$ cat src/rtl/audio_pkg.sv
// Shared audio definitions: limiter FSM states, gain/sample limits and the
// symmetric 24-bit saturation used by both the limiter and the EQ sum path.
package audio_pkg;

    typedef enum logic [1:0] {
        ST_IDLE  = 2'd0,
        ST_MULT  = 2'd1,
        ST_SCALE = 2'd2,
        ST_OUT   = 2'd3
    } lim_state_t;

    // Unity gain in unsigned Q1.15.
    localparam logic [15:0] GAIN_UNITY = 16'h8000;

    // Symmetric sample range: -2^23 is excluded so |x| always fits in 23 bits.
    localparam logic signed [23:0] SAMPLE_MAX = 24'sh7FFFFF;
    localparam logic signed [23:0] SAMPLE_MIN = 24'sh800001;

    // Clamp a wide signed value into the symmetric 24-bit range.
    function automatic logic signed [23:0] sat_s24(input logic signed [47:0] v);
        logic signed [47:0] hi;
        logic signed [47:0] lo;
        hi = 48'(SAMPLE_MAX);
        lo = 48'(SAMPLE_MIN);
        if (v > hi) begin
            return SAMPLE_MAX;
        end else if (v < lo) begin
            return SAMPLE_MIN;
        end else begin
            return v[23:0];
        end
    endfunction

endpackage

$ cat src/rtl/limiter_gain_ctrl.sv
// Gain register with fast attack, slow release and a floor. Updates once per
// strobe from the magnitude of the sample just produced.
module limiter_gain_ctrl
    import audio_pkg::*;
#(
    parameter int                GAIN_W        = 16,
    parameter int                MAG_W         = 24,
    parameter logic [MAG_W-1:0]  THRESH        = 24'h600000,
    parameter logic [GAIN_W-1:0] GAIN_MIN      = 16'h1000,
    parameter int                ATTACK_SHIFT  = 2,
    parameter int                RELEASE_SHIFT = 10
) (
    input  logic              clk,
    input  logic              reset,
    input  logic              update,
    input  logic              bypass,
    input  logic [MAG_W-1:0]  mag,
    output logic [GAIN_W-1:0] gain,
    output logic              limiting
);

    localparam logic [GAIN_W-1:0] UNITY = GAIN_UNITY;

    logic [GAIN_W-1:0] gain_reg;
    logic [GAIN_W-1:0] gain_next;
    logic              limiting_reg;
    logic [GAIN_W-1:0] attack_val;
    logic [GAIN_W-1:0] attack_gain;
    logic [GAIN_W-1:0] release_step;
    logic [GAIN_W:0]   release_sum;
    logic [GAIN_W-1:0] release_gain;

    // Candidate gains for attack and release, then pick one on the update strobe.
    always_comb begin
        attack_val   = gain_reg - (gain_reg >> ATTACK_SHIFT);
        attack_gain  = (attack_val < GAIN_MIN) ? GAIN_MIN : attack_val;

        // Release step never rounds to zero, otherwise the gain could stall
        // just below unity.
        release_step = (UNITY - gain_reg) >> RELEASE_SHIFT;
        if (release_step == '0) begin
            release_step = GAIN_W'(1);
        end
        release_sum  = {1'b0, gain_reg} + {1'b0, release_step};
        release_gain = (release_sum > {1'b0, UNITY}) ? UNITY : release_sum[GAIN_W-1:0];

        gain_next = gain_reg;
        if (update) begin
            if (bypass) begin
                gain_next = UNITY;
            end else if (mag > THRESH) begin
                gain_next = attack_gain;
            end else if (gain_reg < UNITY) begin
                gain_next = release_gain;
            end
        end
    end

    // Gain and limiting flag registered together so both change on the same edge.
    always_ff @(posedge clk) begin
        if (reset) begin
            gain_reg     <= UNITY;
            limiting_reg <= 1'b0;
        end else begin
            gain_reg     <= gain_next;
            limiting_reg <= (gain_next < UNITY);
        end
    end

    assign gain     = gain_reg;
    assign limiting = limiting_reg;

endmodule

$ cat src/rtl/audio_peak_limiter.sv
// Output peak limiter: sample x gain, round half up, symmetric saturate,
// feedback gain control. Fixed three-cycle latency, one sample in flight.
module audio_peak_limiter
    import audio_pkg::*;
#(
    parameter int                DATA_W        = 24,
    parameter int                GAIN_W        = 16,
    parameter logic [DATA_W-1:0] THRESH        = 24'h600000,
    parameter logic [GAIN_W-1:0] GAIN_MIN      = 16'h1000,
    parameter int                ATTACK_SHIFT  = 2,
    parameter int                RELEASE_SHIFT = 10
) (
    input  logic              clk,
    input  logic              reset,
    input  logic              in_valid,
    input  logic [DATA_W-1:0] data_in,
    input  logic              bypass,
    output logic              out_valid,
    output logic [DATA_W-1:0] data_out,
    output logic [GAIN_W-1:0] gain_out,
    output logic              limiting,
    output logic              overrun
);

    // Signed sample times gain widened by a zero sign bit.
    localparam int PROD_W = DATA_W + GAIN_W + 1;
    localparam int FRAC_W = GAIN_W - 1;
    localparam logic signed [PROD_W-1:0] ROUND_BIAS = PROD_W'(1) << (FRAC_W - 1);

    lim_state_t state_reg;
    lim_state_t state_next;

    logic signed [DATA_W-1:0] x_reg;
    logic                     byp_reg;
    logic signed [PROD_W-1:0] prod_reg;
    logic signed [PROD_W-1:0] prod_next;
    logic signed [PROD_W-1:0] round_sum;
    logic signed [PROD_W-1:0] round_shift;
    logic signed [47:0]       round_wide;
    logic signed [DATA_W-1:0] y_next;
    logic [DATA_W-1:0]        mag_next;
    logic [DATA_W-1:0]        mag_reg;
    logic [DATA_W-1:0]        data_out_reg;
    logic                     out_valid_reg;
    logic                     overrun_reg;
    logic [GAIN_W-1:0]        gain_cur;
    logic [GAIN_W-1:0]        gain_eff;
    logic                     gain_update;

    // State register; reset abandons any in-flight sample.
    always_ff @(posedge clk) begin
        if (reset) begin
            state_reg <= ST_IDLE;
        end else begin
            state_reg <= state_next;
        end
    end

    // Next state: only IDLE waits, the other states last exactly one cycle.
    always_comb begin
        state_next  = state_reg;
        gain_update = 1'b0;
        case (state_reg)
            ST_IDLE:  if (in_valid) state_next = ST_MULT;
            ST_MULT:  state_next = ST_SCALE;
            ST_SCALE: state_next = ST_OUT;
            ST_OUT: begin
                state_next  = ST_IDLE;
                gain_update = 1'b1;
            end
            default:  state_next = ST_IDLE;
        endcase
    end

    // Multiply, round and saturate. The saturated value is loaded straight into
    // the output register so out_valid and data_out appear together in OUT.
    always_comb begin
        gain_eff    = byp_reg ? GAIN_UNITY : gain_cur;
        prod_next   = x_reg * $signed({1'b0, gain_eff});
        round_sum   = prod_reg + ROUND_BIAS;
        round_shift = round_sum >>> FRAC_W;
        round_wide  = round_shift;
        y_next      = sat_s24(round_wide);
        mag_next    = y_next[DATA_W-1] ? DATA_W'(-y_next) : y_next;
    end

    // Datapath registers, output strobe and sticky overrun flag.
    always_ff @(posedge clk) begin
        if (reset) begin
            x_reg         <= '0;
            byp_reg       <= 1'b0;
            prod_reg      <= '0;
            mag_reg       <= '0;
            data_out_reg  <= '0;
            out_valid_reg <= 1'b0;
            overrun_reg   <= 1'b0;
        end else begin
            out_valid_reg <= (state_reg == ST_SCALE);
            if (in_valid) begin
                if (state_reg == ST_IDLE) begin
                    x_reg   <= data_in;
                    byp_reg <= bypass;
                end else begin
                    overrun_reg <= 1'b1;
                end
            end
            if (state_reg == ST_MULT) begin
                prod_reg <= prod_next;
            end
            if (state_reg == ST_SCALE) begin
                data_out_reg <= y_next;
                mag_reg      <= mag_next;
            end
        end
    end

    limiter_gain_ctrl #(
        .GAIN_W        (GAIN_W),
        .MAG_W         (DATA_W),
        .THRESH        (THRESH),
        .GAIN_MIN      (GAIN_MIN),
        .ATTACK_SHIFT  (ATTACK_SHIFT),
        .RELEASE_SHIFT (RELEASE_SHIFT)
    ) u_gain_ctrl (
        .clk      (clk),
        .reset    (reset),
        .update   (gain_update),
        .bypass   (byp_reg),
        .mag      (mag_reg),
        .gain     (gain_cur),
        .limiting (limiting)
    );

    assign out_valid = out_valid_reg;
    assign data_out  = data_out_reg;
    assign gain_out  = gain_cur;
    assign overrun   = overrun_reg;

endmodule

$ cat config.mk
export PLATFORM = sky130hd
export DESIGN_NAME = audio_peak_limiter
export DESIGN_NICKNAME = d
export VERILOG_FILES = /design/src/rtl/audio_pkg.sv /design/src/rtl/limiter_gain_ctrl.sv /design/src/rtl/audio_peak_limiter.sv
export SDC_FILE = /design/constraint.sdc
export NUM_CORES = 1
export LEC_CHECK = 0
export CAP_MARGIN = 20
export CORE_ASPECT_RATIO = 0.7
export CORE_UTILIZATION = 63
export DETAILED_ROUTE_END_ITERATION = 12
export PLACE_DENSITY = 0.82
export SETUP_SLACK_MARGIN = 0.4
export SLEW_MARGIN = 20
export SYNTH_ARGS = -nofsm -noshare
export SYNTH_HDL_FRONTEND = slang
export SYNTH_SLANG_ARGS = --single-unit
$ cat constraint.sdc
create_clock -name clk -period 8 [get_ports clk]
set_input_delay 2.4 -clock clk [delete_from_list [all_inputs] [get_ports clk]]
set_output_delay 2.4 -clock clk [all_outputs]
set_load 0.01 [all_outputs]
==> Yosys cells after proc, flatten, opt, wreduce, memory -nomap -nowiden <==
Index checks and enable logic that the tools add are counted.
{ "totals": {"ff_bits": 135, "in_bits": 28, "output_inout_bits": 43, "elab_cells": 46} }
{ "op_classes": {"add_sub_neg": 5, "mul": 1, "magnitude_cmp": 7, "eq_ne": 4, "muxes": 14, "n_bitwise": 1, "reduce_logical": 4} }
{ "op_table": {"columns": ["operator", "count"], "rows": [
  ["16-bit two-way mux", 7],
  ["24-bit two-way mux", 3],
  ["41-bit by 16-bit adder with 41-bit output (second input constant)", 1],
  ["24-bit by 17-bit multiplier with 41-bit output", 1],
  ["16-bit less-than comparator (second input constant)", 2],
  ["26-bit by 24-bit > comparator with 1-bit output (second input constant)", 1],
  ["26-bit by 24-bit less-than comparator with 1-bit output (second input constant)", 1],
  ["24-bit by 23-bit > comparator with 1-bit output (second input constant)", 1],
  ["24-bit negator", 1],
  ["16-bit by 16-bit adder with 17-bit output", 1],
  ["17-bit by 16-bit > comparator with 1-bit output (second input constant)", 1],
  ["16-bit logical NOT", 1],
  ["16-bit by 13-bit less-than comparator with 1-bit output (second input constant)", 1],
  ["16-bit by 14-bit subtractor with 16-bit output", 1],
  ["16-bit subtractor (first input constant)", 1],
  ["2-bit case mux with 4 select lines", 1],
  ["6-bit two-way mux", 1],
  ["2-bit equality test (second input constant)", 2],
  ["2-bit AND reduction", 2],
  ["2-bit by 1-bit equality test with 1-bit output (second input constant)", 1],
  ["2-bit logical NOT", 1],
  ["2-bit two-way mux", 1],
  ["2-bit != test (second input constant)", 1],
  ["1-bit two-way mux", 1],
  ["1-bit NOT", 1]
]} }

==> Logic depth before layout (Yosys ltp) <==
{ "depth": {"ltp_word": 11, "depth_mapped": 26, "depth_no_buf": 24} }

==> By module <==
From an unflattened synthesis, not the netlist that was laid out.
{ "unflattened": {"cells_unflattened": 2504, "hier_area_um2": 21356.7} }
{ "modules_own_cells": {"columns": ["mod", "instances", "cells_each", "area_per_inst_um2", "seq_area_each_um2"], "rows": [
  ["audio_peak_limiter", 1, 2200, 19057.0, 2062.0],
  ["limiter_gain_ctrl", 1, 304, 2299.7, 340.3]
]} }

==> Worst setup path before layout <==
OpenSTA, ideal clock, no wires.
{ "synth_timing": {"path_kind": "register to register", "startpoint": "register byp_reg", "endpoint": "register prod_reg[40]", "setup_time_ns": 0.126, "t_arrival_ns": 6.639, "required_time_ns": 7.874, "slack_ns": 1.235, "path_stages_with_launch": 25, "n_path_buf": 3, "synth_period_minus_slack_ns": 6.765, "path_cell_list": "dfxtp_1 clkbuf_1 clkbuf_1 nor2_1 clkbuf_1 nand2_1 fa_1 inv_1 fa_1 fa_1 fa_1 fa_1 inv_1 fa_1 inv_1 ha_1 a21o_1 a21oi_1 nor2_1 a311o_1 nor3_1 nand3_1 a31oi_1 xnor2_1 o21ai_0"} }
{ "synth_via": {"elab_chain_len": 2} }
{ "synth_lines": {"columns": ["element", "line_no", "text"], "rows": [
  ["start: declaration", "audio_peak_limiter.sv:34", "logic byp_reg;"],
  ["start signal: assignment", "audio_peak_limiter.sv:102", "byp_reg <= bypass;"],
  ["16-bit two-way mux", "audio_peak_limiter.sv:78", "gain_eff = byp_reg ? GAIN_UNITY : gain_cur;"],
  ["24-bit by 17-bit multiplier with 41-bit output", "audio_peak_limiter.sv:79", "prod_next = x_reg * $signed({1'b0, gain_eff});"],
  ["end signal: assignment", "audio_peak_limiter.sv:108", "prod_reg <= prod_next;"],
  ["end: declaration", "audio_peak_limiter.sv:35", "logic signed [PROD_W-1:0] prod_reg;"]
]} }
Every way passes these cells.
A chain may end at the register's enable or synchronous reset.

==> Worst setup path in the final report <==
{ "layout_timing": {"startpoint": "register byp_reg", "endpoint": "register prod_reg[35]"} }
Same word-level chain as after synthesis.

==> impl_results.md <==
* Post-route ant nets at 0
* EDFF count, synth at 0
* Crit path from: byp_reg$_SDFFE_PP0P_
* Slew HR at 0.155
* # Post-CTS Setup Buffers at 0
* Synth Register Bits at 120
* Yosys cell types at 85
* Post-Route WL at between 60 and 70 mm
* DR iter-0 viols at 2,537
* Register area share after synthesis at 0.112
* Leak Pwr at 11.5 nW
* Drc violations at 0
* IO Count at 71
* Final HPWL DP at 51.7 mm
* CP required at 8.32 ns
* Crit Reg-Reg Endpoint: prod_reg[35]$_SDFFE_PP0N_
* Number of H-tree levels at 4
* CP endpoint kind: flip-flop
* Final #Nets at around 3,100
* GRT overflow at 0
* Crit Path Max Fanout at 36
* Setup TNS at 0 ns
* WP data arrival at 7.73 ns
* Top-area cell type share of the netlist area at 0.353
* Seq. cell area at 0.00240 sq mm
* Async set-reset flop share out of synthesis at 0
* Clock transition at path regs at 0.08 ns
* Critical path capture point: prod_reg[35]$_SDFFE_PP0N_
* Clock skew at 0.0173 ns
* Slew @ Worst Pin at 1.26 ns
* CTS tree: built
* Initial antenna violation count at 0
* Via count at between 15,000 and 20,000
* Port buffer count at 70
* Area growth syn-to-layout at 8.12%
* DRT Pass-1 Iters at 7
* Setup CP Type: reg2reg
* Maximum clock path buffer count at 2
* Fin crit share at 0.926
* CTS Buf Count at 17
* Largest net degree at the start of global routing at between 70 and 80
* Die X-Extent at 222 um
* Clock Latency Late Sink at 0.46 ns
* Synth Net Count at 3,102
* Routability cong. at 1.02
* Reg-to-reg slack, setup at 0.59 ns
* RSZ-0062 raised after global routing: false
* Die height at 156 um
* Core Rows at 56
* Clk sinks at 120
* R2R cell count at 22
* Cells taking the most area after synthesis: fa_1 (35%), dfxtp_1 (11%), inv_1 (8.5%)
* Syn avg cell area at 8.32 sq um
* PD cells at approximately 130 mW/mm^2
* Hold_ws at 0.482 ns
* Root buf cell: clkbuf_16
* Peak supply drop at 0.000201 V
* Fillers at between 2,000 and 3,000
* Top FF cell, synth: dfxtp_1
* Final Max Tran Viols at 0
* Mapped Area at 0.0214 sq mm
* Total design power at 3.03 mW
* Area occupied by multi-input gates at 0.0166 sq mm
* Max_cap viols at 0
* Outcome: finished, final reports clean
* Worst r2r src: byp_reg$_SDFFE_PP0P_
* Hold Crit Class: reg2reg
* Max reg flops at 27
* CP Launch Type: flip-flop
* Fmax at 135 MHz
* Setup violations, final at 0
* Final Hold Vio Count at 0
* Die Area at 0.0347 sq mm
* Area of the core at 0.0335 sq mm
* Yosys warns at 0
* Vias in the first global route at 19,061
* Via/cell ratio at ~6.3
* Gr usage total at 0.395
* Synthesized instance count at ~2,600
* Minimum clock period at 7.41 ns
* Post-synth top area cell: fa_1
* Wire length per cell at 21.7 um
* Most frequent cells in the layout: inv_1 (482), fa_1 (376), nand2_1 (367), and3_1 (144), nor2_1 (139)
* Hold_buf cts at 0
* Share of layout cells above drive strength 1 at 0.0476
* First-pass GRT wire length at 105 mm
* Commonest non-fill, non-tap cell in the layout: inv_1
* Initial core utilization at 0.639
==> cells in the mapped netlist, types with 5 or more instances <==
cell       instances
a21boi_0           8
ha_1             125
dfxtp_1          120
and2_1            13
buf_1              9
o21ai_0           48
and4_1             7
nand4_1           18
nand3b_1           5
o21a_1            10
a21o_1            21
o311a_1            6
nor2_1           139
xnor2_1           58
o31a_1             5
o31ai_1           11
buf_2             13
nand2b_1           9
o211ai_1          11
a31o_2             5
a31oi_1           16
nor4_1            28
nand2_1          367
nor3_1            50
a211oi_1          26
xor2_1            25
a221oi_1           9
a2111oi_0          6
a311oi_1           5
clkbuf_1         115
mux2i_1           14
inv_1            483
fa_1             377
nor2b_1           29
and3_1           144
o21bai_1           5
nand3_1           38
a21oi_1           97
or3_1             15
==> what timing repair did <==
action / 4_1_cts / 5_1_grt
resized for setup: 0 / 4
endpoints found under the hold margin: 0 / 0
setup endpoints to repair: 0 / 11
==> critical path: stages (launching register included) <==
cell	delay, ns
dfxtp_1	0.49
inv_2	0.29
buf_12	0.26
and3_1	0.17
fa_1	0.55
inv_1	0.06
fa_1	0.57
fa_1	0.45
fa_1	0.51
inv_1	0.07
fa_1	0.54
fa_1	0.50
ha_1	0.35
nand4_1	0.20
nor4_2	0.46
o21ai_0	0.26
a21oi_1	0.20
buf_4	0.16
o2111ai_2	0.30
nand3_1	0.30
a31oi_1	0.15
a311oi_1	0.29
o21ai_0	0.12
==> report_power, final <==
group	switching [mW]	total (mW)	internal (mW)
registers	0.214	0.932	0.718
logic	0.806	1.26	0.458
clock network	0.389	0.837	0.448
total	1.41	3.03	1.62
==> final cells by class <==
type	count	share of cell area
multi-input cells	1825	0.718
flip-flops and latches	120	0.104
inverters	484	0.0785
repair buffers	125	0.0494
well taps	435	0.0235
clock buffers	17	0.0184
clock inverters	15	0.00768
diodes	1	0.000108
==> worst min path at each step <==
stage	start	to	slack, ns	depth (start not counted)
floorplan	mag_reg[3]$_SDFFE_PP0P_	mag_reg[3]$_SDFFE_PP0P_	0.44	1
global route	data_out[1]$_SDFFE_PP0P_	data_out[1]$_SDFFE_PP0P_	0.50	2
finish	data_out[1]$_SDFFE_PP0P_	data_out[1]$_SDFFE_PP0P_	0.48	2
detailed placement	data_out[3]$_SDFFE_PP0P_	data_out[3]$_SDFFE_PP0P_	0.47	2
global placement	overrun$_SDFFE_PP0P_	overrun$_SDFFE_PP0P_	0.46	2
CTS	data_out[3]$_SDFFE_PP0P_	data_out[3]$_SDFFE_PP0P_	0.48	2
==> through the flow <==
step                       util  instances  instance area [sq um]  setup WS (ns)
after CTS                 0.690       3020                  23100          0.488
after floorplan               -       2572                  21400           1.24
after global placement    0.672       2988                  22500          0.791
after global routing      0.691       3021                  23100          0.394
final                     0.691       3022                  23100          0.589
after detailed placement  0.672       2988                  22500          0.533
==> metal layers <==
metal | part of all wire | track usage | vias up
li1 | - | - | 8230
met5 | 0.0030 | 0.0421 | -
met2 | 0.41 | 0.561 | 1180
met1 | 0.41 | 0.562 | 9347
met4 | 0.031 | 0.129 | 4
met3 | 0.14 | 0.132 | 176
==> logic make-up (layout without fill, tap and decap cells) <==
kind of cell	Yosys count	after routing	synth area share
AO/OA/AOI/OAI	343	343	0.110
XOR/XNOR	83	83	0.0340
adder cells (fa/ha/maj)	502	502	0.426
buffers and inverters	627	641	0.112
flip-flops	120	120	0.112
multiplexers	15	15	0.00707
other	0	1	0
AND/OR/NAND/NOR	882	882	0.199
(Power assumes the default switching activity.)
